### config.mk
export PLATFORM = sky130hd
export DESIGN_NAME = cmos_dvp_rx
export DESIGN_NICKNAME = d
export VERILOG_FILES = /design/src/rtl/cmos_rx_pkg.sv /design/src/rtl/cmos_rx_pix_pack.sv /design/src/rtl/cmos_dvp_rx.sv
export SDC_FILE = /design/constraint.sdc
export NUM_CORES = 1
export LEC_CHECK = 0
export ABC_AREA = 1
export CORE_ASPECT_RATIO = 1.75
export CORE_UTILIZATION = 45
export CTS_CLUSTER_SIZE = 12
export DETAILED_ROUTE_END_ITERATION = 8
export GPL_TIMING_DRIVEN = 0
export PLACE_DENSITY = 0.8
export SLEW_MARGIN = 10
export SYNTH_ARGS = -nofsm -noshare
export SYNTH_HDL_FRONTEND = slang
export SYNTH_SLANG_ARGS = --single-unit
### constraint.sdc
create_clock -name cmos_pclk_i -period 1.8 [get_ports cmos_pclk_i]
set_input_delay 0.36 -clock cmos_pclk_i [delete_from_list [all_inputs] [get_ports cmos_pclk_i]]
set_output_delay 0.36 -clock cmos_pclk_i [all_outputs]
set_load 0.005 [all_outputs]
### src/rtl/cmos_rx_pkg.sv
// Shared types and constants for the CMOS DVP receiver.
//   pix_mode_e    : latched pixel format (RAW8 / RGB565 / RGB888 / YUV422)
//   rx_state_e    : frame-level capture state
//   BPP_LUT       : bytes per output pixel, 2 bits per mode, indexed by mode
//   bytes_per_px(): lookup helper over BPP_LUT
package cmos_rx_pkg;

  typedef enum logic [1:0] {
    MODE_RAW8   = 2'd0,
    MODE_RGB565 = 2'd1,
    MODE_RGB888 = 2'd2,
    MODE_YUV422 = 2'd3
  } pix_mode_e;

  typedef enum logic [1:0] {
    ST_SKIP   = 2'd0,
    ST_HOLD   = 2'd1,
    ST_ACTIVE = 2'd2
  } rx_state_e;

  // {YUV422, RGB888, RGB565, RAW8}
  localparam logic [7:0] BPP_LUT = {2'd2, 2'd3, 2'd2, 2'd1};

  function automatic logic [1:0] bytes_per_px(input pix_mode_e m);
    return BPP_LUT[{m, 1'b0} +: 2];
  endfunction

endpackage

### src/rtl/cmos_rx_pix_pack.sv
// Byte assembly and format expansion.
//   cmos_pclk_i, rstn_i : clock / synchronous active-low reset
//   clr_i               : drop any partially assembled pixel
//   byte_en_i, byte_i   : incoming byte and its qualifier
//   phase_i             : position of byte_i within the pixel
//   mode_i, swap_i      : latched format and byte-order selection
//   rgb_o, valid_o      : expanded pixel, valid with the final byte (combinational)
module cmos_rx_pix_pack
  import cmos_rx_pkg::*;
(
  input  logic        cmos_pclk_i,
  input  logic        rstn_i,
  input  logic        clr_i,
  input  logic        byte_en_i,
  input  logic [7:0]  byte_i,
  input  logic [1:0]  phase_i,
  input  pix_mode_e   mode_i,
  input  logic        swap_i,
  output logic [23:0] rgb_o,
  output logic        valid_o
);

  logic [7:0]  b0;
  logic [7:0]  b1;
  logic [15:0] w565;

  always_ff @(posedge cmos_pclk_i) begin
    if (!rstn_i || clr_i) begin
      b0 <= '0;
      b1 <= '0;
    end else if (byte_en_i) begin
      if (phase_i == 2'd0) b0 <= byte_i;
      if (phase_i == 2'd1) b1 <= byte_i;
    end
  end

  // The final byte is used straight from the input so the pixel is
  // available in the same cycle it completes.
  always_comb begin
    valid_o = byte_en_i && (phase_i == bytes_per_px(mode_i) - 2'd1);
    w565    = swap_i ? {byte_i, b0} : {b0, byte_i};
    rgb_o   = '0;
    unique case (mode_i)
      MODE_RAW8:   rgb_o = {byte_i, byte_i, byte_i};
      MODE_RGB565: rgb_o = {w565[15:11], w565[15:13], w565[10:5], w565[10:9],
                            w565[4:0], w565[4:2]};
      MODE_RGB888: rgb_o = swap_i ? {byte_i, b1, b0} : {b0, b1, byte_i};
      MODE_YUV422: rgb_o = swap_i ? {byte_i, b0, 8'h00} : {b0, byte_i, 8'h00};
    endcase
  end

endmodule

### src/rtl/cmos_dvp_rx.sv
// CMOS DVP camera receiver.
//   cmos_pclk_i, rstn_i            : pixel clock / synchronous active-low reset
//   cmos_href_i, cmos_vsync_i      : line valid / frame sync
//   cmos_data_i                    : sensor data, byte is the top 8 bits
//   mode_i, swap_i, capture_en_i   : format, byte order, capture enable (latched per frame)
//   rgb_o, de_o, vs_o, hs_o        : pixel stream out
//   x_o, y_o, width_o              : pixel coordinates and first-line width
//   frame_cnt_o, line_err_o        : captured-frame count, line error pulse
module cmos_dvp_rx
  import cmos_rx_pkg::*;
#(
  parameter int DW         = 8,
  parameter int FRAME_SKIP = 5,
  parameter int CNT_W      = 12
) (
  input  logic             cmos_pclk_i,
  input  logic             rstn_i,
  input  logic             cmos_href_i,
  input  logic             cmos_vsync_i,
  input  logic [DW-1:0]    cmos_data_i,
  input  logic [1:0]       mode_i,
  input  logic             swap_i,
  input  logic             capture_en_i,
  output logic [23:0]      rgb_o,
  output logic             de_o,
  output logic             vs_o,
  output logic             hs_o,
  output logic [CNT_W-1:0] x_o,
  output logic [CNT_W-1:0] y_o,
  output logic [CNT_W-1:0] width_o,
  output logic [15:0]      frame_cnt_o,
  output logic             line_err_o
);

  localparam int SKW = (FRAME_SKIP < 1) ? 1 : $clog2(FRAME_SKIP + 1);

  logic             href_s1, href_s2, href_s3;
  logic             vs_s1, vs_s2;
  logic [7:0]       data_s1, data_s2;
  logic             vs_rise, href_rise, href_fall, byte_en;

  rx_state_e        state, state_nxt;
  logic [SKW-1:0]   skip_cnt, skip_nxt;
  logic             active;

  pix_mode_e        mode_q;
  logic             swap_q;
  logic [1:0]       phase;
  logic             last_byte;
  logic [CNT_W-1:0] x, y, x_inc, y_inc, x_end;
  logic             first_line;
  logic [23:0]      pix_rgb;
  logic             pix_valid, pix_ok;

  // Input pipeline: two stages for data/vsync, a third href stage for hs_o.
  always_ff @(posedge cmos_pclk_i) begin
    if (!rstn_i) begin
      href_s1 <= 1'b0;
      href_s2 <= 1'b0;
      href_s3 <= 1'b0;
      vs_s1   <= 1'b0;
      vs_s2   <= 1'b0;
      data_s1 <= '0;
      data_s2 <= '0;
    end else begin
      href_s1 <= cmos_href_i;
      href_s2 <= href_s1;
      href_s3 <= href_s2;
      vs_s1   <= cmos_vsync_i;
      vs_s2   <= vs_s1;
      data_s1 <= cmos_data_i[DW-1 -: 8];
      data_s2 <= data_s1;
    end
  end

  assign vs_rise   = vs_s1 & ~vs_s2;
  assign href_rise = href_s1 & ~href_s2;
  assign href_fall = ~href_s1 & href_s2;
  assign byte_en   = href_s2;

  // FSM: state register
  always_ff @(posedge cmos_pclk_i) begin
    if (!rstn_i) begin
      state    <= ST_SKIP;
      skip_cnt <= '0;
    end else begin
      state    <= state_nxt;
      skip_cnt <= skip_nxt;
    end
  end

  // FSM: next state; capture_en_i is only looked at on a vsync rising edge
  always_comb begin
    state_nxt = state;
    skip_nxt  = skip_cnt;
    if (vs_rise) begin
      unique case (state)
        ST_SKIP: begin
          if (skip_cnt == SKW'(FRAME_SKIP))
            state_nxt = capture_en_i ? ST_ACTIVE : ST_HOLD;
          else
            skip_nxt = skip_cnt + SKW'(1);
        end
        default: state_nxt = capture_en_i ? ST_ACTIVE : ST_HOLD;
      endcase
    end
  end

  // FSM: outputs
  always_comb begin
    active = (state == ST_ACTIVE);
    vs_o   = vs_s2 & active;
    hs_o   = href_s3 & active;
  end

  cmos_rx_pix_pack u_pack (
    .cmos_pclk_i (cmos_pclk_i),
    .rstn_i      (rstn_i),
    .clr_i       (vs_rise),
    .byte_en_i   (byte_en),
    .byte_i      (data_s2),
    .phase_i     (phase),
    .mode_i      (mode_q),
    .swap_i      (swap_q),
    .rgb_o       (pix_rgb),
    .valid_o     (pix_valid)
  );

  assign last_byte = (phase == bytes_per_px(mode_q) - 2'd1);
  assign pix_ok    = pix_valid && active;
  assign x_inc     = (x == '1) ? x : x + 1'b1;
  assign y_inc     = (y == '1) ? y : y + 1'b1;
  // Line length including a pixel that completes on the last byte itself.
  assign x_end     = pix_ok ? x_inc : x;

  always_ff @(posedge cmos_pclk_i) begin
    if (!rstn_i) begin
      mode_q      <= MODE_RAW8;
      swap_q      <= 1'b0;
      phase       <= '0;
      x           <= '0;
      y           <= '0;
      first_line  <= 1'b0;
      width_o     <= '0;
      frame_cnt_o <= '0;
      rgb_o       <= '0;
      de_o        <= 1'b0;
      x_o         <= '0;
      y_o         <= '0;
      line_err_o  <= 1'b0;
    end else begin
      de_o       <= pix_ok;
      line_err_o <= 1'b0;
      if (pix_ok) begin
        rgb_o <= pix_rgb;
        x_o   <= x;
        y_o   <= y;
      end
      if (vs_rise) begin
        mode_q     <= pix_mode_e'(mode_i);
        swap_q     <= swap_i;
        y          <= '0;
        phase      <= '0;
        first_line <= 1'b1;
        if (state_nxt == ST_ACTIVE) frame_cnt_o <= frame_cnt_o + 16'd1;
      end else if (href_rise) begin
        x     <= '0;
        phase <= '0;
      end else if (byte_en) begin
        phase <= last_byte ? 2'd0 : phase + 2'd1;
        if (pix_ok) x <= x_inc;
        // Partial pixel and length mismatch share one pulse.
        if (href_fall) begin
          y <= y_inc;
          if (active) begin
            if (first_line) begin
              width_o    <= x_end;
              first_line <= 1'b0;
            end
            line_err_o <= !last_byte || (!first_line && (x_end != width_o));
          end
        end
      end
    end
  end

endmodule

==> flow_summary.toml <==
[outcome]
status = "finished with violations"
violations = "negative setup slack"

[setup_path]
cp.depth = 15
path_buf_inv = 1
cp_max_fo = 7
cp.arrival_ns = 2.30
crit_family = "simple AND/OR/NAND/NOR gates"
r2r-start = "x[0]"
path_cells = "ha_4 -> nand2_4 -> nor2_4 -> nand3_4 -> clkinv_4 -> nor2_8 -> nand2_4 -> nand2_2 -> nand2_1 -> nand2_1 -> nand2_1 -> nor2_2 -> nand3_2 -> nand2_2 -> a21oi_2"
ff2ff_path_depth = 15
slowest_delay_ns = 0.35
r2r_slack_ns = -0.18
start_kind = "flip-flop"
endpoint_kind = "flip-flop"
cp_slowest_cell = "dfxtp_4"
endpoint = "line_err_o"
worstReg2RegEnd = "line_err_o"
cp-startpoint = "x[0]"
cpMostUsedCell = "nand2_1"
critPathKind = "reg -> reg"
critical_path_required_ns = 2.12

[yosys]
synth-edff-count = 0
netlist_area_um2 = 6610
synth.avg_cell_area_um2 = 7.22
ys_ff_latch = 150
synth_warnings = 0
syn-num-nets = 939
yosysSeqAreaShare_pct = 45.4
syn_inst = 916
async_flop_share_pct = 0
synthFlopType = "dfxtp_1"
yosysUniqueCellTypes = 41

[cts]
clock-root-buffer = "clkbuf_16"
clock-sinks = 150
clk_path_buf_depth = 2
path_clk_slew_ns = 0.06
h-tree-depth = 4
clk_latency_ns = 0.43
tritoncts = "built"
cts_buffers = 17

[timing]
max-slew-margin-rel_pct = 58.7
worst_slew_pin_slew_ns = 0.619
finalSetupTns_ns = -0.180
period_share_pct = 110
fmax_mhz = 505
grt_setup_unrepaired = "yes"
maxSlewViolCount = 0
hold_viol = 0
fin_ws_ns = -0.180
layout_min_cycle_time_ns = 1.98
skew_ns = 0.0109
setup_viol = 1

[global_route]
overflow = 0
grt_max_degree = 17
grt_pass1_wl_um = 30500
antenna_found_initial = 0
grt_use_total_pct = 25.9
grt_pass1_vias = 6425

[worst_hold_path]
hp-class = "reg -> reg"

[drt]
vias = 6661
drtAntennaViolNets = 0
drc_errors = 0
drt_first_pass_iters = 6
drtIter0Drc = 427
totalWireLength_um = 19200
post_drt_wl_per_cell_um = 15.5
vias_per_cell = 5.38

[floorplan]
die_h_um = 162
fp-row-count = 58
dieWidth_um = 93.6
core-area_um2 = 14400
initial_core_util_pct = 46.0
die-area_um2 = 15200
io_pins = 96

[final_layout]
area_growth_pct = 34.5
diodes = 0
final_nets = 1071
drive_gt1_share_pct = 16.6
fin_area_um2 = 8890
utilization_pct = 61.9

[place]
port_buffers = 95
globalplace.congestion = 0.929
dpl.hpwl_um = 13600
dpl-instance-area_um2 = 7790

[pwr]
power_leakage_nw = 3.51
power_density_nw_per_um2 = 837
irDropWorstVdd_mv = 0.603

[job]
maxCapViolCount = 0
[routing by layer]
metal  global-route usage (%)  vias up  share of wire, %
li1                         -     3267                 -
met1                     26.7     3083                37
met2                     48.1      242                54
met3                     3.55       69               4.9
met4                     16.3        0               4.6
met5                        0        -                 0
[Yosys cell counts, types with 6 or more instances]
| library cell | count | area (µm²) |
|---|---|---|
| buf_2 | 9 | 45.0 |
| dfxtp_1 | 150 | 3000 |
| nand4_1 | 9 | 56.3 |
| nand2_1 | 223 | 837 |
| ha_1 | 7 | 87.6 |
| nand2_2 | 6 | 37.5 |
| o21ai_0 | 99 | 495 |
| inv_1 | 109 | 409 |
| nor2_1 | 44 | 165 |
| nor3_1 | 14 | 70.1 |
| nand3_1 | 46 | 230 |
| a21oi_1 | 107 | 536 |
| clkbuf_1 | 23 | 86.3 |
| a31oi_1 | 14 | 87.6 |
[worst min-delay path: stages (launching register included)]
cell and delay (ns):
dfxtp_1 0.30, nand2_1 0.05, inv_1 0.04
[what timing repair did]
item                       CTS  global route
setup buffers               15             4
pin swaps                   25            19
gates resized for setup     71            58
setup endpoints to repair   96           104
hold buffers                 0             0
[cells in the final DEF (no fill, tap or decap), drive strengths merged, types with 3 or more instances in the layout]
| cell | count |
|---|---|
| a221oi | 4 |
| xor2 | 3 |
| a31oi | 14 |
| ha | 7 |
| inv | 112 |
| a41oi | 4 |
| buf | 29 |
| nor3 | 17 |
| or2 | 4 |
| dfxtp | 150 |
| a21oi | 108 |
| nand2 | 231 |
| clkinv | 5 |
| nand3 | 50 |
| clkdlybuf4s50 | 93 |
| clkinvlp | 3 |
| clkbuf | 50 |
| nand4 | 9 |
| nor2 | 50 |
| o21ai | 102 |
[flip-flops by register name, summed over array words and instances, names as in the netlist, 3 cells and up]
| register | cells |
|---|---|
| width_o | 12 |
| u_pack.b1 | 8 |
| rgb_o | 24 |
| x_o | 12 |
| x | 12 |
| y | 12 |
| data_s1 | 8 |
| u_pack.b0 | 8 |
| y_o | 12 |
| frame_cnt_o | 16 |
| data_s2 | 8 |
| skip_cnt | 3 |
[worst min-delay path by stage]
stage               start    endpoint  slack, ns  cells past startpoint
2_1_floorplan  data_s1[0]  data_s2[0]       0.39                      2
3_3_place_gp   data_s1[0]  data_s2[0]       0.39                      2
3_5_place_dp   data_s1[2]  data_s2[2]       0.40                      2
4_1_cts        data_s1[2]  data_s2[2]       0.41                      2
5_1_grt        data_s1[7]  data_s2[7]       0.43                      2
6_report       data_s1[6]  data_s2[6]       0.41                      2
[metrics by stage]
stage	power, mW	setup slack (ns)	cells	hold slack, ns
3_3_place_gp	3.83	-0.967	1191	0.394
3_5_place_dp	3.84	-1.03	1191	0.401
5_1_grt	7.63	-0.255	1239	0.430
2_1_floorplan	3.68	0.0709	916	0.390
4_1_cts	7.43	-0.0762	1236	0.415
6_report	7.45	-0.180	1239	0.413
[logic make-up (layout without fill, tap and decap cells)]
group | after synthesis | in the layout | share of synthesized area (%)
buffers and inverters | 153 | 296 | 9.10
flip-flops | 150 | 150 | 45.4
AO/OA/AOI/OAI | 235 | 235 | 18.7
AND/OR/NAND/NOR | 366 | 366 | 24.8
adder cells (fa/ha/maj) | 7 | 7 | 1.32
XOR/XNOR | 5 | 5 | 0.662
[layout make-up]
| type | instances | area (µm²) |
|---|---|---|
| fillers | 1176 | 5480 |
| multi-input cells | 613 | 3290 |
| flip-flops and latches | 150 | 3030 |
| repair buffers | 114 | 1090 |
| clock buffers | 24 | 512 |
| inverters | 116 | 452 |
| well taps | 180 | 225 |
| plain buffers | 36 | 198 |
| clock inverters | 6 | 91.3 |
[power by group]
part / internal (mW) / switching, mW / leakage (nW) / total [mW]
Combinational: 0.144 / 0.277 / 2.00 / 0.422
Clock: 2.25 / 1.37 / 0.287 / 3.62
Sequential: 3.37 / 0.0374 / 1.22 / 3.40
(Power assumes the default switching activity.)
